## config.mk

```make
export PLATFORM = sky130hd
export DESIGN_NAME = bpm_lookup_arbiter_flat
export DESIGN_NICKNAME = d
export VERILOG_FILES = /design/src/rtl/bpm_lookup_arbiter_if.sv /design/src/rtl/bpm_lookup_arbiter.sv /design/src/flat_wrapper.sv
export SDC_FILE = /design/constraint.sdc
export NUM_CORES = 1
export LEC_CHECK = 0
export CORE_ASPECT_RATIO = 0.6
export CORE_MARGIN = 8
export CORE_UTILIZATION = 40
export CTS_CLUSTER_SIZE = 28
export DETAILED_ROUTE_END_ITERATION = 10
export DONT_BUFFER_PORTS = 1
export SLEW_MARGIN = 40
export SYNTH_ARGS = -nofsm -noshare
export SYNTH_HDL_FRONTEND = slang
export SYNTH_SLANG_ARGS = --single-unit
```

## constraint.sdc

```tcl
create_clock -name clk -period 2.3 [get_ports clk]
set_clock_uncertainty 0.1 [all_clocks]
set_input_delay 0.23 -clock clk [delete_from_list [all_inputs] [get_ports clk]]
set_output_delay 0.23 -clock clk [all_outputs]
set_load 0.1 [all_outputs]
```

## src/rtl/bpm_lookup_arbiter_if.sv

```systemverilog
// Two-deck period-to-BPM lookup bus: deck requests, shared table port and
// per-deck responses.
interface bpm_lookup_arbiter_if #(
  parameter int unsigned DATA_IN_BITS  = 11,
  parameter int unsigned DATA_OUT_BITS = 16
);
  logic [1:0]               req_valid;
  logic [DATA_IN_BITS-1:0]  req_period_a;
  logic [DATA_IN_BITS-1:0]  req_period_b;
  logic [1:0]               req_ready;
  logic [DATA_IN_BITS-1:0]  lut_period;
  logic [DATA_OUT_BITS-1:0] lut_bpm;
  logic [1:0]               rsp_valid;
  logic [DATA_OUT_BITS-1:0] rsp_bpm;
  logic                     rsp_error;
  logic                     busy;

  modport master (
    output req_valid, req_period_a, req_period_b, lut_bpm,
    input  req_ready, lut_period, rsp_valid, rsp_bpm, rsp_error, busy
  );

  modport slave (
    input  req_valid, req_period_a, req_period_b, lut_bpm,
    output req_ready, lut_period, rsp_valid, rsp_bpm, rsp_error, busy
  );
endinterface

```

## src/rtl/bpm_lookup_arbiter.sv

```systemverilog
// Round-robin arbiter sharing one period-to-BPM table between two decks.
// BPM_CLAMP_EN: saturate out-of-range periods and look them up instead of failing fast.
module bpm_lookup_arbiter #(
  parameter int unsigned DATA_IN_BITS  = 11,
  parameter int unsigned DATA_OUT_BITS = 16,
  parameter int unsigned MIN_PERIOD    = 1181,
  parameter int unsigned MAX_PERIOD    = 1378,
  parameter int unsigned LUT_LATENCY   = 2
) (
  input logic clk,
  input logic rst,
  bpm_lookup_arbiter_if.slave bus
);

  localparam int unsigned CNT_W = ($clog2(LUT_LATENCY + 1) > 0) ? $clog2(LUT_LATENCY + 1) : 1;
  localparam logic [DATA_IN_BITS-1:0] P_MIN = DATA_IN_BITS'(MIN_PERIOD);
  localparam logic [DATA_IN_BITS-1:0] P_MAX = DATA_IN_BITS'(MAX_PERIOD);

  typedef enum logic [1:0] {S_IDLE, S_WAIT, S_RESP} state_t;

  state_t                   r_state;
  logic                     r_rr_b;
  logic                     r_id;
  logic                     r_err;
  logic [CNT_W-1:0]         r_cnt;
  logic [DATA_IN_BITS-1:0]  r_lut_period;
  logic [DATA_OUT_BITS-1:0] r_rsp_bpm;
  logic                     r_rsp_error;
  logic [1:0]               r_rsp_valid;

  logic                     w_accept;
  logic                     w_grant_b;
  logic [DATA_IN_BITS-1:0]  w_period;
  logic                     w_in_range;
  logic [DATA_IN_BITS-1:0]  w_sat_period;

  // r_rr_b set means deck B wins a tie; a lone requester always wins.
  always_comb begin
    w_accept     = (r_state == S_IDLE) && (|bus.req_valid) && !rst;
    w_grant_b    = bus.req_valid[1] && (!bus.req_valid[0] || r_rr_b);
    w_period     = w_grant_b ? bus.req_period_b : bus.req_period_a;
    w_in_range   = (w_period >= P_MIN) && (w_period <= P_MAX);
    w_sat_period = (w_period < P_MIN) ? P_MIN : ((w_period > P_MAX) ? P_MAX : w_period);
    bus.req_ready = '0;
    if (w_accept) begin
      bus.req_ready = w_grant_b ? 2'b10 : 2'b01;
    end
  end

  always_ff @(posedge clk) begin
    if (rst) begin
      r_state      <= S_IDLE;
      r_rr_b       <= 1'b0;
      r_id         <= 1'b0;
      r_err        <= 1'b0;
      r_cnt        <= '0;
      r_lut_period <= P_MIN;
      r_rsp_bpm    <= '0;
      r_rsp_error  <= 1'b0;
      r_rsp_valid  <= '0;
    end else begin
      r_rsp_valid <= '0;
      case (r_state)
        S_IDLE: begin
          if (w_accept) begin
            r_id   <= w_grant_b;
            r_rr_b <= !w_grant_b;
            r_err  <= !w_in_range;
            r_cnt  <= '0;
`ifdef BPM_CLAMP_EN
            r_lut_period <= w_sat_period;
            r_state      <= S_WAIT;
`else
            if (w_in_range) begin
              r_lut_period <= w_period;
              r_state      <= S_WAIT;
            end else begin
              r_rsp_bpm   <= '0;
              r_rsp_error <= 1'b1;
              r_rsp_valid <= w_grant_b ? 2'b10 : 2'b01;
              r_state     <= S_RESP;
            end
`endif
          end
        end
        S_WAIT: begin
          if (r_cnt == CNT_W'(LUT_LATENCY)) begin
            r_rsp_bpm   <= bus.lut_bpm;
            r_rsp_error <= r_err;
            r_rsp_valid <= r_id ? 2'b10 : 2'b01;
            r_state     <= S_RESP;
          end else begin
            r_cnt <= r_cnt + 1'b1;
          end
        end
        S_RESP:  r_state <= S_IDLE;
        default: r_state <= S_IDLE;
      endcase
    end
  end

`ifndef BPM_CLAMP_EN
  logic w_sat_unused;
  assign w_sat_unused = ^w_sat_period;
`endif

  assign bus.lut_period = r_lut_period;
  assign bus.rsp_bpm    = r_rsp_bpm;
  assign bus.rsp_error  = r_rsp_error;
  assign bus.rsp_valid  = r_rsp_valid;
  assign bus.busy       = (r_state != S_IDLE);

endmodule
```

## src/flat_wrapper.sv

```systemverilog
// flat-port wrapper written by rule: the top's interface ports become plain ports
module bpm_lookup_arbiter_flat 
#(
  parameter int unsigned DATA_IN_BITS  = 11,
  parameter int unsigned DATA_OUT_BITS = 16,
  parameter int unsigned MIN_PERIOD    = 1181,
  parameter int unsigned MAX_PERIOD    = 1378,
  parameter int unsigned LUT_LATENCY   = 2
)
  (clk, rst, bus_req_valid, bus_req_period_a, bus_req_period_b, bus_lut_bpm, bus_req_ready, bus_lut_period, bus_rsp_valid, bus_rsp_bpm, bus_rsp_error, bus_busy);
  bpm_lookup_arbiter_if #(.DATA_IN_BITS(DATA_IN_BITS), .DATA_OUT_BITS(DATA_OUT_BITS)) bus_i ();
  input logic clk;
  input logic rst;
  input wire logic [$bits(bus_i.req_valid)-1:0] bus_req_valid;
  input wire logic [$bits(bus_i.req_period_a)-1:0] bus_req_period_a;
  input wire logic [$bits(bus_i.req_period_b)-1:0] bus_req_period_b;
  input wire logic [$bits(bus_i.lut_bpm)-1:0] bus_lut_bpm;
  output wire logic [$bits(bus_i.req_ready)-1:0] bus_req_ready;
  output wire logic [$bits(bus_i.lut_period)-1:0] bus_lut_period;
  output wire logic [$bits(bus_i.rsp_valid)-1:0] bus_rsp_valid;
  output wire logic [$bits(bus_i.rsp_bpm)-1:0] bus_rsp_bpm;
  output wire logic [$bits(bus_i.rsp_error)-1:0] bus_rsp_error;
  output wire logic [$bits(bus_i.busy)-1:0] bus_busy;
  assign bus_i.req_valid = bus_req_valid;
  assign bus_i.req_period_a = bus_req_period_a;
  assign bus_i.req_period_b = bus_req_period_b;
  assign bus_i.lut_bpm = bus_lut_bpm;
  assign bus_req_ready = bus_i.req_ready;
  assign bus_lut_period = bus_i.lut_period;
  assign bus_rsp_valid = bus_i.rsp_valid;
  assign bus_rsp_bpm = bus_i.rsp_bpm;
  assign bus_rsp_error = bus_i.rsp_error;
  assign bus_busy = bus_i.busy;
  bpm_lookup_arbiter #(.DATA_IN_BITS(DATA_IN_BITS), .DATA_OUT_BITS(DATA_OUT_BITS), .MIN_PERIOD(MIN_PERIOD), .MAX_PERIOD(MAX_PERIOD), .LUT_LATENCY(LUT_LATENCY)) u_core (.clk(clk), .rst(rst), .bus(bus_i));
endmodule
```

==> results of run 1 <==
-- per-stage QoR --
step | setup slack, ps | TNS (ps) | hold WS [ps]
2_1_floorplan | 74.3 | 0 | 320
3_3_place_gp | 56.2 | 0 | 206
3_5_place_dp | -5.64 | -10.3 | 206
4_1_cts | 11.8 | 0 | 9.65
5_1_grt | -42.7 | -84.0 | 16.1
6_report | 46.9 | 0 | 18.1
-- repair_timing --
action	4_1_cts	5_1_grt
pin swaps	0	2
setup buffers	0	1
cloned	0	0
endpoints found under the setup margin	11	31
hold endpoints to repair	23	0
hold buffers	2	0
resized for setup	1	8
-- registers in the layout, indices dropped and copies added, names as in the netlist --
name	flops
u_core.r_err	1
u_core.r_id	1
u_core.bus.rsp_error	1
u_core.r_rr_b	1
u_core.r_cnt	2
u_core.bus.rsp_bpm	16
u_core.r_state	2
u_core.bus.rsp_valid	2
u_core.bus.lut_period	11
-- cell usage in the layout, fill, tap and decap left out, types with 3 or more instances in the layout --
cell type,instances
nor2_1,15
nor3_1,4
nand2_1,9
and3_1,20
a21oi_1,20
o22ai_1,15
inv_1,4
o21ai_0,3
mux2i_1,8
o221a_1,3
nand3b_1,16
dfxtp_1,35
a21o_1,4
nand3_1,4
o211ai_1,3
clkbuf_8,7
buf_4,42
-- power groups by stage --
| stage | Sequential [mW] | Clock (mW) | Combinational, mW |
|---|---|---|---|
| finish | 0.688 | 0.502 | 0.469 |
| global route | 0.692 | 0.547 | 0.497 |
| CTS | 0.687 | 0.522 | 0.460 |
| detailed placement | 0.702 | 0 | 0.449 |
| global placement | 0.702 | 0 | 0.446 |
| floorplan | 0.841 | 0 | 0.213 |
-- how the worst max path moves through the flow --
stage	endpoint	slack, ps	cells after the start
global route	u_core.bus.lut_period[0]	-40	7
detailed placement	u_core.bus.rsp_bpm[6]	-6	7
global placement	u_core.r_state[1]	60	6
floorplan	u_core.bus.rsp_error	70	7
finish	u_core.bus.lut_period[0]	50	7
CTS	u_core.bus.lut_period[0]	10	7
-- per-layer routing --
metal | vias up | track usage
met1 | 868 | 0.220
met2 | 68 | 0.228
met3 | 7 | 0.0575
met4 | 0 | 0.0478
met5 | - | 0
li1 | 897 | -
-- kinds of logic after synthesis --
family,count (synthesis)
AO/OA/AOI/OAI,68
adder cells (fa/ha/maj),1
buffers and inverters,20
flip-flops,37
multiplexers,8
AND/OR/NAND/NOR,85
-- final cells by class --
type | count | area, um2
fillers | 450 | 2140
multi-input cells | 162 | 1110
flip-flops and latches | 37 | 743
repair buffers | 45 | 350
clock buffers | 7 | 96.3
well taps | 63 | 78.8
inverters | 4 | 15.0
clock inverters | 1 | 5.00
==> impl_metrics.yaml, run 1 <==
route:
  wl_met1_um: 2750
  initialDrtViolationCount: 109
  highest_layer: "met4"
  route.vias.total: 1840
  wl_met3_um: 560
  dr.pass1.iters: 4
  ant_nets: 0
  route.detailed.drc: 0
  met2_length_um: 2610
  vias_per_cell: 5.77
  wl_um: 5980
  wire_per_inst_um: 18.7
critical_path:
  cp.buffers_inverters: 1
  crit_required_ps: 2410
  path_class: "reg -> reg"
  rr_endpoint: "u_core.bus.lut_period[0]"
  crit_chain: "nand2b_4 -> a2111o_1 -> o22a_1 -> or3_4 -> a211oi_4 -> buf_12 -> mux2i_1"
  end_kind: "register"
  reg2reg_slack_ps: 50
  slowest_stage: "a2111o_1"
  crit_path_max_fanout: 6
  slowest_delay_ps: 400
  ff2ff_path_depth: 7
  r2r_start: "u_core.r_rr_b"
  crit_arrival_ps: 2370
  critPathLaunchType: "register"
  setup.worst_path.start: "u_core.r_rr_b"
  crit_family: "compound AO/OA/AOI/OAI gates"
synthesis:
  synth_fa_ha_area_frac: 0.00665
  yosys_warnings: 0
  synth_nets: 262
  synth.top_cell.area_share: 0.394
  ys.flop_type: "dfxtp_1"
  synth_top_family_by_area: "simple AND/OR/NAND/NOR gates"
  ys_types: 46
  muxShareOfSynthArea: 0.0426
  ys_seq_area_frac: 0.394
  synth-compound-area-share: 0.251
  yosys.area.top_type: "dfxtp_1"
  synth_edf_count: 0
  synthTopCellsByArea: "dfxtp_1 (39%), and3_1 (6.6%), nand3b_1 (6.4%)"
  syn_inst: 219
  async_flop_share: 0
  synth-xor-area-share: 0
  ys_seq_elements: 37
  syn_area_um2: 1880
  synth_most_common_cell: "dfxtp_1"
  synth-simple-area-share: 0.265
  ys_top_cells_by_count: "dfxtp_1 (37), a21oi_1 (20), and3_1 (20)"
  syn_area_per_cell_um2: 8.59
hold_path:
  min_path_type: "in -> reg"
  worstHoldEndpoint: "u_core.bus.lut_period[2]"
  hold_depth: 2
  hold_start: "rst"
pwr:
  powerDensity_nw_per_um2: 692
  switching_share: 0.349
  p_seq_frac: 0.415
  p_leak_nw: 0.972
  power_frac_comb: 0.282
  p_sw_uw: 579
  vdd_drop_max_mv: 0.337
  finalPower_mw: 1.66
  p_int_mw: 1.08
  clkPwrFrac: 0.303
final_layout:
  fin_util: 0.528
  drive_above_1_share: 0.258
  fin_area_um2: 2400
  instances_no_fill: 319
  layout.nets: 298
  num_antenna_cells: 0
  area_growth_pct: 27.5
placed_design:
  dp_cells: 308
  dp_hpwl_um: 4180
  place_area_um2: 2230
  port_buffers: 0
  gp_congestion: 0.849
global_routing:
  antenna_found_initial: 0
  grt_max_degree: 24
  grt_pass1_wl_um: 9680
  grt_pass1_vias: 1786
  grt_overflow: 0
  grt_use_total: 0.161
die:
  start_util: 0.414
  die_h_um: 69.1
  die_area_um2: 7230
  rows: 19
  ioPinCount: 75
  die_w_um: 105
  coreArea_um2: 4540
cts:
  root_buffer: "clkbuf_8"
  clockBufferDepth: 2
  clock_latency_ps: 290
  cts_made_buffers: 5
  cts_tree: "built"
  path_clk_slew_ps: 80
  h-tree-depth: 2
  cts.sinks: 37
job:
  drv_cap: 0
sta:
  worst_pin_slew_ps: 704
  rsz0062_at_grt: "true"
  slew_violations: 0
  relSlewSlack: 0.530
  finalCritPeriodShare: 0.980
  hold_viol: 0
  fmax_ghz: 0.444
  finalSetupViolCount: 0
  final.min_clock_period_ps: 2250
outcome:
  status: "finished, final reports clean"
Power figures use the tool's default switching activity.
==> run 2: changes to the inputs <==
--- a/config.mk
+++ b/config.mk
@@ -6,4 +6,5 @@
 export NUM_CORES = 1
 export LEC_CHECK = 0
+export CAP_MARGIN = 10
 export CORE_ASPECT_RATIO = 0.6
 export CORE_MARGIN = 8
@@ -12,4 +13,5 @@
 export DETAILED_ROUTE_END_ITERATION = 10
 export DONT_BUFFER_PORTS = 1
+export PLACE_DENSITY = 0.54
 export SLEW_MARGIN = 40
 export SYNTH_ARGS = -nofsm -noshare
--- a/constraint.sdc
+++ b/constraint.sdc
@@ -3,3 +3,3 @@
 set_input_delay 0.23 -clock clk [delete_from_list [all_inputs] [get_ports clk]]
 set_output_delay 0.23 -clock clk [all_outputs]
-set_load 0.1 [all_outputs]
+set_load 0.005 [all_outputs]
==> run 2 against run 1 <==
Via count is 3.0% lower; highest routed layer unchanged; largest cell class unchanged; register-to-register slack worse by 50 ps; sequential share of layout area is 2.9 points higher; hold slack worse by 5.7 ps; critical path depth stayed put; combinational power is 48% lower; flip-flop and latch count stayed put; final cell count is 9.4% lower; sequential power is 2% higher.
==> impl_metrics.yaml, run 2 (synthesized netlist as in run 1, its figures left out) <==
placed_design:
  dp_hpwl_um: 4290
  dp_cells: 279
  port_buffers: 0
  gp_congestion: 0.818
  place_ws_ps: -5.72
  place_area_um2: 1990
route:
  wire_per_inst_um: 19.8
  ant_nets: 0
  route.vias.total: 1784
  route.detailed.drc: 0
  dr.pass1.iters: 4
  vias_per_cell: 6.17
  initialDrtViolationCount: 156
  wl_um: 5730
global_routing:
  grt_overflow: 0
  grt_max_degree: 23
  antenna_found_initial: 0
  grt_use_total: 0.155
  grt_pass1_wl_um: 9250
  grt_pass1_vias: 1745
final_layout:
  nFillCells: 421
  layout_commonest_cell: "dfxtp_1"
  instances_no_fill: 289
  area_growth_pct: 16.3
  fin_area_um2: 2190
  layout.nets: 268
  mostFrequentLayoutCells: "dfxtp_1 (36), and3_1 (20), a21oi_1 (20)"
  num_antenna_cells: 0
  drive_above_1_share: 0.150
  largest_register_ffs: 16
  fin_util: 0.482
cts:
  h-tree-depth: 2
  clockBufferDepth: 2
  cts_made_buffers: 5
  root_buffer: "clkbuf_8"
  clock_latency_ps: 290
  path_clk_slew_ps: 80
  cts.sinks: 37
  cts_tree: "built"
die:
  die_w_um: 105
  ioPinCount: 75
  die_h_um: 69.1
  die_area_um2: 7230
  coreArea_um2: 4540
  rows: 19
  start_util: 0.414
sta:
  layout_setup_ws_ps: 0.996
  relSlewSlack: 0.472
  worst_hold_slack_ps: 12.5
  hold_viol: 0
  finalCritPeriodShare: 1.00
  slew_violations: 0
  final.min_clock_period_ps: 2300
  worst_pin_slew_ps: 789
  fin_tns_setup_ps: 0
  rsz0062_at_grt: "true"
  fmax_ghz: 0.435
  finalSetupViolCount: 0
pwr:
  vdd_drop_max_mv: 0.253
  p_leak_nw: 0.828
  powerDensity_nw_per_um2: 738
  finalPower_mw: 1.61
critical_path:
  crit_path_max_fanout: 6
  crit_required_ps: 2410
  end_kind: "register"
  r2r_start: "u_core.r_rr_b"
  critPathLaunchType: "register"
  path_class: "reg -> reg"
  rr_endpoint: "u_core.bus.lut_period[3]"
  crit_arrival_ps: 2410
  reg2reg_slack_ps: 1
  ff2ff_path_depth: 7
hold_path:
  min_path_type: "in -> reg"
  hold_start: "rst"
  worstHoldEndpoint: "u_core.bus.lut_period[0]"
  hold_depth: 2
job:
  drv_cap: 0
outcome:
  status: "finished, final reports clean"
[run 2: worst max-delay path, stage by stage (launching register included)]
cell      delay, ps
dfxtp_2         320
nand2b_4        160
a2111o_1        450
o22a_1          190
or3_4           370
a211oi_4        280
buf_6           170
mux2i_1         200
[run 2: metal layers]
layer	vias up	share of wire	GRT usage
li1	841	-	-
met1	855	0.43	0.194
met2	83	0.44	0.229
met3	5	0.12	0.0826
met4	0	0.0056	0.0287
met5	-	0	0
[run 2: how the worst max path moves through the flow]
stage | startpoint | to | depth (start not counted)
2_1_floorplan | u_core.r_rr_b | u_core.bus.rsp_error | 7
3_3_place_gp | u_core.r_rr_b | u_core.r_state[1] | 6
3_5_place_dp | u_core.r_rr_b | u_core.bus.lut_period[3] | 7
4_1_cts | u_core.r_rr_b | u_core.bus.lut_period[3] | 7
5_1_grt | u_core.r_rr_b | u_core.bus.lut_period[3] | 7
6_report | u_core.r_rr_b | u_core.bus.lut_period[3] | 7
[run 2: area by class of cell]
type / count / area (um2) / area share
tap: 63 / 78.8 / 0.0360
timing repair buffer: 15 / 119 / 0.0543
clock buffer: 5 / 68.8 / 0.0314
inverter: 4 / 15.0 / 0.00686
multi-input combinational: 162 / 1100 / 0.503
clock inverter: 3 / 65.1 / 0.0297
sequential: 37 / 742 / 0.339
[run 2: what timing repair did]
action,4_1_cts,5_1_grt
cloned,0,0
endpoints found under the setup margin,4,31
hold endpoints to repair,21,0
pin swaps,1,0
buffers inserted,0,1
gates resized for setup,4,6
hold buffers,1,0
[run 2: power by group]
group / switching, mW / leakage, nW / internal, mW
clock network: 0.237 / 0.0681 / 0.431
logic: 0.133 / 0.459 / 0.110
registers: 0.0288 / 0.301 / 0.674
==> run 3: changes to the inputs <==
- PLACE_DENSITY: 0.54 -> default
==> run 3 against run 2 <==
Global-route usage increased by 0.19 points; die area unchanged; utilization increased by 0.25 points; final cell count increased by 1.0%; clock power decreased by 16%; sequential power about the same; critical endpoint is now u_core.bus.lut_period[4]; largest cell class unchanged.
==> impl_metrics.yaml, run 3 (synthesized netlist as in run 1, its figures left out) <==
outcome:
  status: "finished, final reports clean"
sta:
  finalSetupViolCount: 0
  relSlewSlack: 0.496
  slew_violations: 0
  fmax_ghz: 0.437
  layout_setup_ws_ps: 12.9
  fin_tns_setup_ps: 0
  hold_viol: 0
  final.min_clock_period_ps: 2290
  worst_hold_slack_ps: 9.29
  finalCritPeriodShare: 0.994
  worst_pin_slew_ps: 753
  rsz0062_at_grt: "true"
global_routing:
  met2_usage: 0.208
  antenna_found_initial: 0
  grt_use_total: 0.156
  grt_pass1_vias: 1624
  grt_overflow: 0
  grt_busiest_layer: "met1"
  met1_usage: 0.220
  grtUsageMet3: 0.0714
  grt_pass1_wl_um: 9310
  grt_max_degree: 33
cts:
  cts.sinks: 37
  path_clk_slew_ps: 80
  cts_tree: "built"
  clock_latency_ps: 290
  cts_made_buffers: 5
  clockBufferDepth: 2
  root_buffer: "clkbuf_8"
  h-tree-depth: 2
die:
  start_util: 0.414
  ioPinCount: 75
  die_area_um2: 7230
  die_w_um: 105
  rows: 19
  die_h_um: 69.1
  coreArea_um2: 4540
placed_design:
  port_buffers: 0
  place_area_um2: 1990
  dp_hpwl_um: 4220
  place_ws_ps: -14.9
  gp_congestion: 0.847
  dp_cells: 277
final_layout:
  fin_area_um2: 2200
  layout.nets: 271
  drive_above_1_share: 0.144
  fin_util: 0.484
  num_antenna_cells: 0
  mostFrequentLayoutCells: "dfxtp_1 (36), and3_1 (20), a21oi_1 (20)"
  instances_no_fill: 292
  largest_register_ffs: 16
  nFillCells: 444
  area_growth_pct: 16.9
  layout_commonest_cell: "dfxtp_1"
critical_path:
  slowest_delay_ps: 430
  slowest_stage: "or3_4"
  end_kind: "register"
  crit_arrival_ps: 2410
  crit_chain: "nand2b_4 -> a2111o_1 -> o22a_1 -> or3_4 -> a211oi_4 -> buf_12 -> mux2i_1"
  ff2ff_path_depth: 7
  crit_required_ps: 2430
  path_class: "reg -> reg"
  critPathLaunchType: "register"
  crit_path_max_fanout: 7
route:
  dr.pass1.iters: 4
  wire_per_inst_um: 20.4
  vias_per_cell: 6.12
  route.detailed.drc: 0
  route.vias.total: 1788
  initialDrtViolationCount: 205
  wl_um: 5950
  ant_nets: 0
hold_path:
  hold_depth: 2
  min_path_type: "in -> reg"
job:
  drv_cap: 0
pwr:
  vdd_drop_max_mv: 0.328
  finalPower_mw: 1.51
  p_leak_nw: 0.839
  powerDensity_nw_per_um2: 688
==> run 3: report_power, final <==
part | switching (mW) | total (mW) | internal (mW)
combinational | 0.136 | 0.250 | 0.114
sequential | 0.0269 | 0.701 | 0.674
clock | 0.236 | 0.562 | 0.326
total | 0.399 | 1.51 | 1.11
==> run 3: repair_timing <==
item                                    in CTS  in global routing
gates resized for setup                      1                  9
pin swaps                                    1                  8
buffers inserted                             0                  2
endpoints found under the setup margin      11                 32
endpoints found under the hold margin       23                 19
hold buffers                                 4                  1
==> run 3: worst paths after layout <==
check,startpoint,to,slack (ps)
min,rst,u_core.bus.lut_period[7],9
min reg2reg,u_core.r_rr_b,u_core.r_rr_b,350
max reg2reg,u_core.r_rr_b,u_core.bus.lut_period[4],10
max,u_core.r_rr_b,u_core.bus.lut_period[4],10
==> run 3: routing by layer <==
layer | wire length (um) | vias up
met5 | 0 | -
met1 | 2860 | 873
met2 | 2500 | 63
met3 | 553 | 5
li1 | - | 847
met4 | 31 | 0
==> run 3: area by class of cell <==
type,count,area [um2],share of cell area
Clock buffer,6,72.6,0.0330
Clock inverter,2,38.8,0.0176
Inverter,4,15.0,0.00683
Multi-Input combinational cell,162,1090,0.497
Sequential cell,37,742,0.337
Tap cell,63,78.8,0.0358
Timing Repair Buffer,18,160,0.0728
==> run 3: worst max-delay path, delay by kind of cell, from the launching register on <==
kind	cells	cell delay, ps
buffers and inverters	1	170
flip-flops	1	320
multiplexers	1	180
AND/OR/NAND/NOR	2	580
AO/OA/AOI/OAI	3	870
